### config.mk
export PLATFORM = sky130hd
export DESIGN_NAME = bsram_dual_arbiter
export DESIGN_NICKNAME = d
export VERILOG_FILES = /design/src/rtl/bsram_arb_pkg.sv /design/src/rtl/rr_arbiter2.sv /design/src/rtl/bsram_dual_arbiter.sv
export SDC_FILE = /design/constraint.sdc
export NUM_CORES = 1
export LEC_CHECK = 0
export ABC_AREA = 1
export CAP_MARGIN = 20
export CELL_PAD_IN_SITES_DETAIL_PLACEMENT = 1
export CELL_PAD_IN_SITES_GLOBAL_PLACEMENT = 2
export CORE_MARGIN = 2
export CORE_UTILIZATION = 16
export DETAILED_ROUTE_END_ITERATION = 10
export PLACE_DENSITY_LB_ADDON = 0.15
export SYNTH_ARGS = -nofsm -noshare
export SYNTH_HDL_FRONTEND = slang
export SYNTH_HIERARCHICAL = 1
export SYNTH_SLANG_ARGS = --single-unit
### constraint.sdc
create_clock -name clock -period 5.2 [get_ports clock]
set_clock_uncertainty 0.05 [all_clocks]
set_input_delay 0.78 -clock clock [delete_from_list [all_inputs] [get_ports clock]]
set_output_delay 0.78 -clock clock [all_outputs]
set_load 0.01 [all_outputs]
### src/rtl/bsram_arb_pkg.sv
// Shared definitions for the dual-requester BSRAM arbiter and its round-robin
// grant helper: FSM state encoding, requester index constants and a width
// helper for byte-enable masks.
package bsram_arb_pkg;

  // CLEAR sweeps the array to zero; IDLE serves requests.
  typedef enum logic {
    ST_CLEAR = 1'b0,
    ST_IDLE  = 1'b1
  } arb_state_t;

  localparam int REQ0 = 0;
  localparam int REQ1 = 1;

  // Number of byte lanes in a data word (width is expected to be a multiple of 8).
  function automatic int bytes_of(input int data_width);
    return data_width / 8;
  endfunction

endpackage

### src/rtl/rr_arbiter2.sv
// Two-input round-robin arbiter with a single pointer register.
// Ports:
//   clock   - rising-edge clock
//   reset   - synchronous active-low reset (pointer returns to requester 0)
//   enable  - when low no grant is issued and the pointer holds
//   req     - request vector, bit i for requester i
//   grant   - combinational one-hot (or zero) grant
//   ptr     - current pointer: the requester favoured on a tie
module rr_arbiter2
  import bsram_arb_pkg::*;
(
  input  logic       clock,
  input  logic       reset,
  input  logic       enable,
  input  logic [1:0] req,
  output logic [1:0] grant,
  output logic       ptr
);

  always_comb begin
    grant = 2'b00;
    if (enable) begin
      case (req)
        2'b01:   grant = 2'b01;
        2'b10:   grant = 2'b10;
        2'b11:   grant = ptr ? 2'b10 : 2'b01;
        default: grant = 2'b00;
      endcase
    end
  end

  // Any grant, contended or not, hands priority to the other requester.
  always_ff @(posedge clock) begin
    if (!reset) begin
      ptr <= 1'b0;
    end else if (|grant) begin
      ptr <= ~grant[REQ1];
    end
  end

endmodule

### src/rtl/bsram_dual_arbiter.sv
// Shares one byte-enable synchronous BSRAM (1-cycle read latency) between two
// requesters. After reset it optionally zero-fills the array, then grants one
// request per cycle in round-robin order and returns read data one cycle after
// the grant.
//
// Handshake: a request is accepted in the cycle where req_valid[i] and
// req_ready[i] are both high. A requester holding valid must keep address,
// data and op stable until ready; a valid request is never dropped. Read data
// comes back as a single-cycle rsp_valid[i] pulse the cycle after acceptance;
// writes produce no response.
//
// Ports:
//   clock, reset               - clock, synchronous active-low reset
//   req_valid/req_write        - per-requester valid and op (1 = write)
//   req_address/_write_data/_byte_en - per-requester fields, slice i per requester
//   req_ready                  - per-requester grant (one-hot or zero)
//   rsp_valid, rsp_data        - read response pulse and shared data
//   init_done                  - high once the zero-fill has completed
//   mem_read*/mem_write*       - memory control; read data arrives on mem_readData
module bsram_dual_arbiter
  import bsram_arb_pkg::*;
#(
  parameter int DATA_WIDTH = 32,
  parameter int ADDR_WIDTH = 8,
  parameter bit INIT_CLEAR = 1'b1
) (
  input  logic                         clock,
  input  logic                         reset,
  input  logic [1:0]                   req_valid,
  input  logic [1:0]                   req_write,
  input  logic [2*ADDR_WIDTH-1:0]      req_address,
  input  logic [2*DATA_WIDTH-1:0]      req_write_data,
  input  logic [2*(DATA_WIDTH/8)-1:0]  req_byte_en,
  output logic [1:0]                   req_ready,
  output logic [1:0]                   rsp_valid,
  output logic [DATA_WIDTH-1:0]        rsp_data,
  output logic                         init_done,
  output logic                         mem_readEnable,
  output logic [ADDR_WIDTH-1:0]        mem_readAddress,
  input  logic [DATA_WIDTH-1:0]        mem_readData,
  output logic                         mem_writeEnable,
  output logic [DATA_WIDTH/8-1:0]      mem_writeByteEnable,
  output logic [ADDR_WIDTH-1:0]        mem_writeAddress,
  output logic [DATA_WIDTH-1:0]        mem_writeData
);

  localparam int BYTES = bytes_of(DATA_WIDTH);
  localparam logic [ADDR_WIDTH-1:0] LAST_ADDR = '1;

  arb_state_t             state;
  logic [ADDR_WIDTH-1:0]  clr_cnt;
  logic [1:0]             rsp_pend;
  logic [DATA_WIDTH-1:0]  rsp_hold;
  logic [1:0]             grant;
  logic                   rr_ptr;
  logic                   serving;
  logic                   gidx;

  // Outputs are forced quiet while reset is held so nothing reaches the
  // memory before the state register has been initialised.
  assign serving = reset && (state == ST_IDLE);

  rr_arbiter2 u_rr (
    .clock  (clock),
    .reset  (reset),
    .enable (serving),
    .req    (req_valid),
    .grant  (grant),
    .ptr    (rr_ptr)
  );

  assign req_ready = grant;
  assign gidx      = grant[REQ1];
  assign rsp_valid = rsp_pend & {2{reset}};
  // Live memory data in the response cycle, otherwise the last response.
  assign rsp_data  = (|rsp_pend) ? mem_readData : rsp_hold;

  always_comb begin
    mem_readEnable      = 1'b0;
    mem_readAddress     = '0;
    mem_writeEnable     = 1'b0;
    mem_writeByteEnable = '0;
    mem_writeAddress    = '0;
    mem_writeData       = '0;
    if (reset) begin
      if (state == ST_CLEAR) begin
        mem_writeEnable     = 1'b1;
        mem_writeByteEnable = '1;
        mem_writeAddress    = clr_cnt;
      end else if (|grant) begin
        // A single grant means read and write are never enabled together.
        if (req_write[gidx]) begin
          mem_writeEnable     = 1'b1;
          mem_writeAddress    = gidx ? req_address[REQ1*ADDR_WIDTH +: ADDR_WIDTH]
                                     : req_address[REQ0*ADDR_WIDTH +: ADDR_WIDTH];
          mem_writeData       = gidx ? req_write_data[REQ1*DATA_WIDTH +: DATA_WIDTH]
                                     : req_write_data[REQ0*DATA_WIDTH +: DATA_WIDTH];
          mem_writeByteEnable = gidx ? req_byte_en[REQ1*BYTES +: BYTES]
                                     : req_byte_en[REQ0*BYTES +: BYTES];
        end else begin
          mem_readEnable      = 1'b1;
          mem_readAddress     = gidx ? req_address[REQ1*ADDR_WIDTH +: ADDR_WIDTH]
                                     : req_address[REQ0*ADDR_WIDTH +: ADDR_WIDTH];
        end
      end
    end
  end

  always_ff @(posedge clock) begin
    if (!reset) begin
      state     <= INIT_CLEAR ? ST_CLEAR : ST_IDLE;
      clr_cnt   <= '0;
      rsp_pend  <= 2'b00;
      rsp_hold  <= '0;
      init_done <= !INIT_CLEAR;
    end else begin
      rsp_pend  <= grant & ~req_write;
      if (|rsp_pend) begin
        rsp_hold <= mem_readData;
      end
      // Registered one cycle behind the state, so it rises the cycle after
      // the final sweep write has left CLEAR.
      init_done <= (state == ST_IDLE);
      case (state)
        ST_CLEAR: begin
          clr_cnt <= clr_cnt + 1'b1;
          if (clr_cnt == LAST_ADDR) begin
            state <= ST_IDLE;
          end
        end
        default: state <= ST_IDLE;
      endcase
    end
  end

endmodule

==> flow_summary_export.csv <==
group,metric,value,unit
clock_network,clock_sink_count,45,
worst_setup_path,path_class,"in2out",
pwr,power.total,0.0008646,W
synthesis,syn-num-nets,617,
routing,first_pass_iters,4,
timing,final_hold_viol_count,0,
pwr,power.density_cell_area,159.5,nW/um^2
placement,globalplace.congestion,0.8283,
routing,avg_wl_per_cell,14.16,microns
clock_network,ctsHoldBuffers,0,
synthesis,synth.yosys.seq_area_share,31.48,%
worst_setup_path,worst_ep_required_time,4.37,ns
worst_setup_path,worst_r2r_startpoint,"state",
worst_setup_path,critPathBufInv,4,
routing,wl,13030,microns
grt,grt_antenna_before_repair,1,
min_path,hold-path-endpoint,"clr_cnt[1]",
routing,drtIter0Drc,81,
synthesis,synthTopCellsByCount,"sky130_fd_sc_hd__nand2_1, sky130_fd_sc_hd__inv_1, sky130_fd_sc_hd__nor2_1",
floorplan,placeableCoreArea,17420,sq um
clock_network,clockBufferDepth,2,
min_path,min_from,"clr_cnt[1]",
synthesis,synth_simple_gate_area_share,33.41,%
timing,fin_crit,4.293,ns
clock_network,h-tree-depth,2,
final_layout,layout_area_overhead,89.46,%
synthesis,synthDominantCellAreaShare,31.48,%
placement,place_hpwl,10400,microns
pwr,combinationalPowerShare,15.9,%
final_layout,share_of_cells_above_drive_strength_1,6.340,%
min_path,holdPathStages,2,
grt,grt_start_max_net_pins,65,
synthesis,postSynthRegisterBits,45,
synthesis,synth_top_cell_by_area,"sky130_fd_sc_hd__dfxtp_1",
worst_setup_path,critical_path.max_fanout,21,
routing,post-route-drc-count,0,
worst_setup_path,critPathMostFrequentCell,"sky130_fd_sc_hd__nand2_1",
pwr,share_of_power_burned_in_registers,40.3,%
routing,number_of_vias_per_cell_after_detailed_routing,3.974,
floorplan,initial_utilization,16.43,%
synthesis,dominant_combinational_cell_family_by_area_after_synthesis,"simple AND/OR/NAND/NOR gates",
synthesis,ys_async_sr_fraction,0,%
timing,grt_setup_unrepaired,"false",
synthesis,yosysMostFrequentCell,"sky130_fd_sc_hd__nand2_1",
floorplan,placementRows,48,
timing,finalSetupViolCount,0,
synthesis,synth_xor_area_share,0,%
status,run_status,"finished clean",
floorplan,boundaryPins,217,
synthesis,synth-main-ff-cell,"sky130_fd_sc_hd__dfxtp_1",
clock_network,cts_root_buf,"sky130_fd_sc_hd__clkbuf_16",
synthesis,syn-cell-area,2861,sq um
synthesis,ys_warn_count,6,
floorplan,design.die.area,18970,sq um
final_layout,fin_cells,920,
pwr,power.static_leakage,2.536,nW
worst_setup_path,timing.critical_path.max_delay_family,"buffers and inverters",
clock_network,cts_inserted_buffers,5,
final_layout,fill_cells,2155,
synthesis,synth.mux.area_fraction,0,%
timing,final_max_slew_viol_count,0,
synthesis,number_of_enable_type_register_cells_in_the_synthesized_netlist,0,
pwr,p_int,0.0006846,W
grt,vias_in_the_first_global_route,3808,
worst_setup_path,cp-start-kind,"input pin",
clock_network,postCtsResizedCells,0,
worst_setup_path,critical-path-slowest-cell,"sky130_fd_sc_hd__clkdlybuf4s50_1",
min_path,worstHoldPathType,"reg2reg",
floorplan,die_w,137.7,microns
worst_setup_path,r2r_end,"rsp_pend[1]",
timing,timing_worst_slew_pin_value,0.5885,ns
synthesis,synth_area_per_cell,5.840,sq um
synthesis,synth-compound-area-share,17.45,%
worst_setup_path,reg2reg_depth,7,
synthesis,synthTopCellsByArea,"sky130_fd_sc_hd__dfxtp_1, sky130_fd_sc_hd__nand2_1, sky130_fd_sc_hd__inv_1",
routing,route.vias.total,3656,
synthesis,yosysUniqueCellTypes,24,
placement,buffer_ports.inserted,216,
worst_setup_path,worstPathCellList,"clkdlybuf4s50_1 > nand2_1 > inv_2 > nand2_1 > a21oi_4 > nand2_1 > nand2_1 > nand3_2 > buf_4 > a21oi_2 > clkdlybuf4s50_1",
worst_setup_path,worst_path_largest_cell_delay,0.55,ns
pwr,fraction_of_power_spent_switching_nets,20.82,%
clock_network,clk_transition_reported_paths,0.06,ns
placement,placed_cells_incl_taps,911,
synthesis,arithmetic_cell_share_of_the_synthesized_area_counting_full_adders_half_adders_and_majority_gates,0.4373,%
floorplan,die-height,137.7,microns
run,drv_cap,0,
routing,drt.antenna.violating_nets,0,
pwr,power_share_of_the_clock_group,43.8,%
timing,fmax,232.9,MHz
grt,global_route_wire_length_before_repair,20270,microns
worst_setup_path,cp_data_arrival_time,3.46,ns
clock_network,tritoncts_clock_tree,"done",
pwr,power_switching,0.0001800,W
grt,overflow,0,
grt,globalRouteTotalUtil,13.76,%
clock_network,post-cts-setup-buffers,0,
worst_setup_path,reg2reg_slack,3.17,ns
final_layout,nNetsFinal,820,
timing,worst_slew_margin_rel,60.52,%
pwr,peakVddDrop,0.1231,mV
timing,fin_crit_sh,82.56,%
timing,totalNegativeSetupSlack,0,ns
clock_network,insertion_delay,0.29,ns
synthesis,netlist_instances,490,
worst_setup_path,worst_setup_path_end_kind,"primary output",
==> metrics by stage <==
| stage | util, % | worst slack [ns] | cell area [sq um] | hold slack (ns) |
|---|---|---|---|---|
| floorplan | - | 2.165 | 2861 | 0.4151 |
| global placement | 29.94 | 0.9411 | 5215 | 0.4281 |
| detailed placement | 30.10 | 0.8759 | 5243 | 0.4485 |
| CTS | 31.11 | 0.8429 | 5419 | 0.4567 |
| global route | 31.11 | 0.6580 | 5419 | 0.4717 |
| finish | 31.13 | 0.9069 | 5421 | 0.4540 |
==> power groups by stage <==
| stage | Sequential [W] | Clock, W | Combinational, W |
|---|---|---|---|
| global placement | 0.000356 | 0 | 0.000135 |
| floorplan | 0.000356 | 0 | 0.0000274 |
| detailed placement | 0.000356 | 0 | 0.000139 |
| global route | 0.000348 | 0.000411 | 0.000150 |
| finish | 0.000348 | 0.000379 | 0.000138 |
| CTS | 0.000348 | 0.000395 | 0.000140 |
==> how the worst max path moves through the flow <==
stage / startpoint / to / slack [ns] / cells past startpoint
floorplan: reset / mem_writeData[11] / 2.16 / 12
global placement: reset / mem_writeData[10] / 0.94 / 11
detailed placement: reset / mem_writeData[18] / 0.88 / 11
CTS: reset / mem_writeData[18] / 0.84 / 11
global route: reset / mem_writeData[22] / 0.66 / 11
finish: reset / mem_writeData[18] / 0.91 / 11
==> layer usage <==
metal	wire length (microns)	GRT usage (%)	part of all wire (%)	vias up
met2	6662	25.59	51	98
met4	194	2.834	1.5	0
li1	-	-	-	1872
met3	704	3.422	5.4	13
met5	0	0	0	-
met1	5466	15.86	42	1673
==> flip-flops by register name, summed over array words and instances, names as in the netlist <==
| signal | cells |
|---|---|
| rsp_hold | 32 |
| u_rr/ptr | 1 |
| init_done | 1 |
| state | 1 |
| rsp_pend | 2 |
| clr_cnt | 8 |
==> worst register-to-register path, stage by stage (launching register included) <==
cell	delay (ns)
sky130_fd_sc_hd__dfxtp_1	0.64
sky130_fd_sc_hd__nand2_1	0.23
sky130_fd_sc_hd__inv_2	0.16
sky130_fd_sc_hd__nand2_1	0.11
sky130_fd_sc_hd__a21oi_4	0.16
sky130_fd_sc_hd__inv_2	0.08
sky130_fd_sc_hd__buf_4	0.29
sky130_fd_sc_hd__nor3_1	0.23
==> final cells by class <==
class                           count  area (sq um)  area share (%)
Sequential cell                    45         900.9           16.62
Antenna cell                        1         2.502         0.04616
Clock inverter                      2         37.54          0.6924
Clock buffer                        6         138.9           2.562
Timing Repair Buffer              222          2227           41.08
Inverter                           93         349.1           6.439
Multi-Input combinational cell    326          1484           27.37
Tap cell                          225         281.5           5.193
==> cell families (layout without fill, tap and decap cells) <==
family | after synthesis | in the layout
and+or+nand+nor | 241 | 241
adders and majority gates | 1 | 1
buffers and inverters | 119 | 323
other | 0 | 1
AOI/OAI and AO/OA | 84 | 84
DFF | 45 | 45
==> layout by cell type, fill, tap and decap left out <==
| master | count |
|---|---|
| sky130_fd_sc_hd__nand3_1 | 12 |
| sky130_fd_sc_hd__nor3_1 | 2 |
| sky130_fd_sc_hd__inv_1 | 89 |
| sky130_fd_sc_hd__clkinv_1 | 2 |
| sky130_fd_sc_hd__clkbuf_16 | 5 |
| sky130_fd_sc_hd__nor2_4 | 1 |
| sky130_fd_sc_hd__nor2_1 | 58 |
| sky130_fd_sc_hd__a21oi_2 | 21 |
| sky130_fd_sc_hd__bufinv_16 | 1 |
| sky130_fd_sc_hd__clkdlybuf4s50_1 | 216 |
| sky130_fd_sc_hd__ha_1 | 1 |
| sky130_fd_sc_hd__clkinvlp_4 | 1 |
| sky130_fd_sc_hd__nand2_4 | 1 |
| sky130_fd_sc_hd__diode_2 | 1 |
| sky130_fd_sc_hd__a21oi_4 | 1 |
| sky130_fd_sc_hd__buf_4 | 5 |
| sky130_fd_sc_hd__a21oi_1 | 22 |
| sky130_fd_sc_hd__inv_2 | 2 |
| sky130_fd_sc_hd__nand3_2 | 1 |
| sky130_fd_sc_hd__clkbuf_8 | 1 |
| sky130_fd_sc_hd__nand3b_1 | 1 |
| sky130_fd_sc_hd__dfxtp_1 | 45 |
| sky130_fd_sc_hd__or2_2 | 1 |
| sky130_fd_sc_hd__buf_16 | 1 |
| sky130_fd_sc_hd__nand2_2 | 1 |
| sky130_fd_sc_hd__nand2_1 | 162 |
| sky130_fd_sc_hd__o21ai_0 | 40 |
| sky130_fd_sc_hd__nand4_2 | 1 |
No activity file was read; power rests on OpenSTA's default activity.
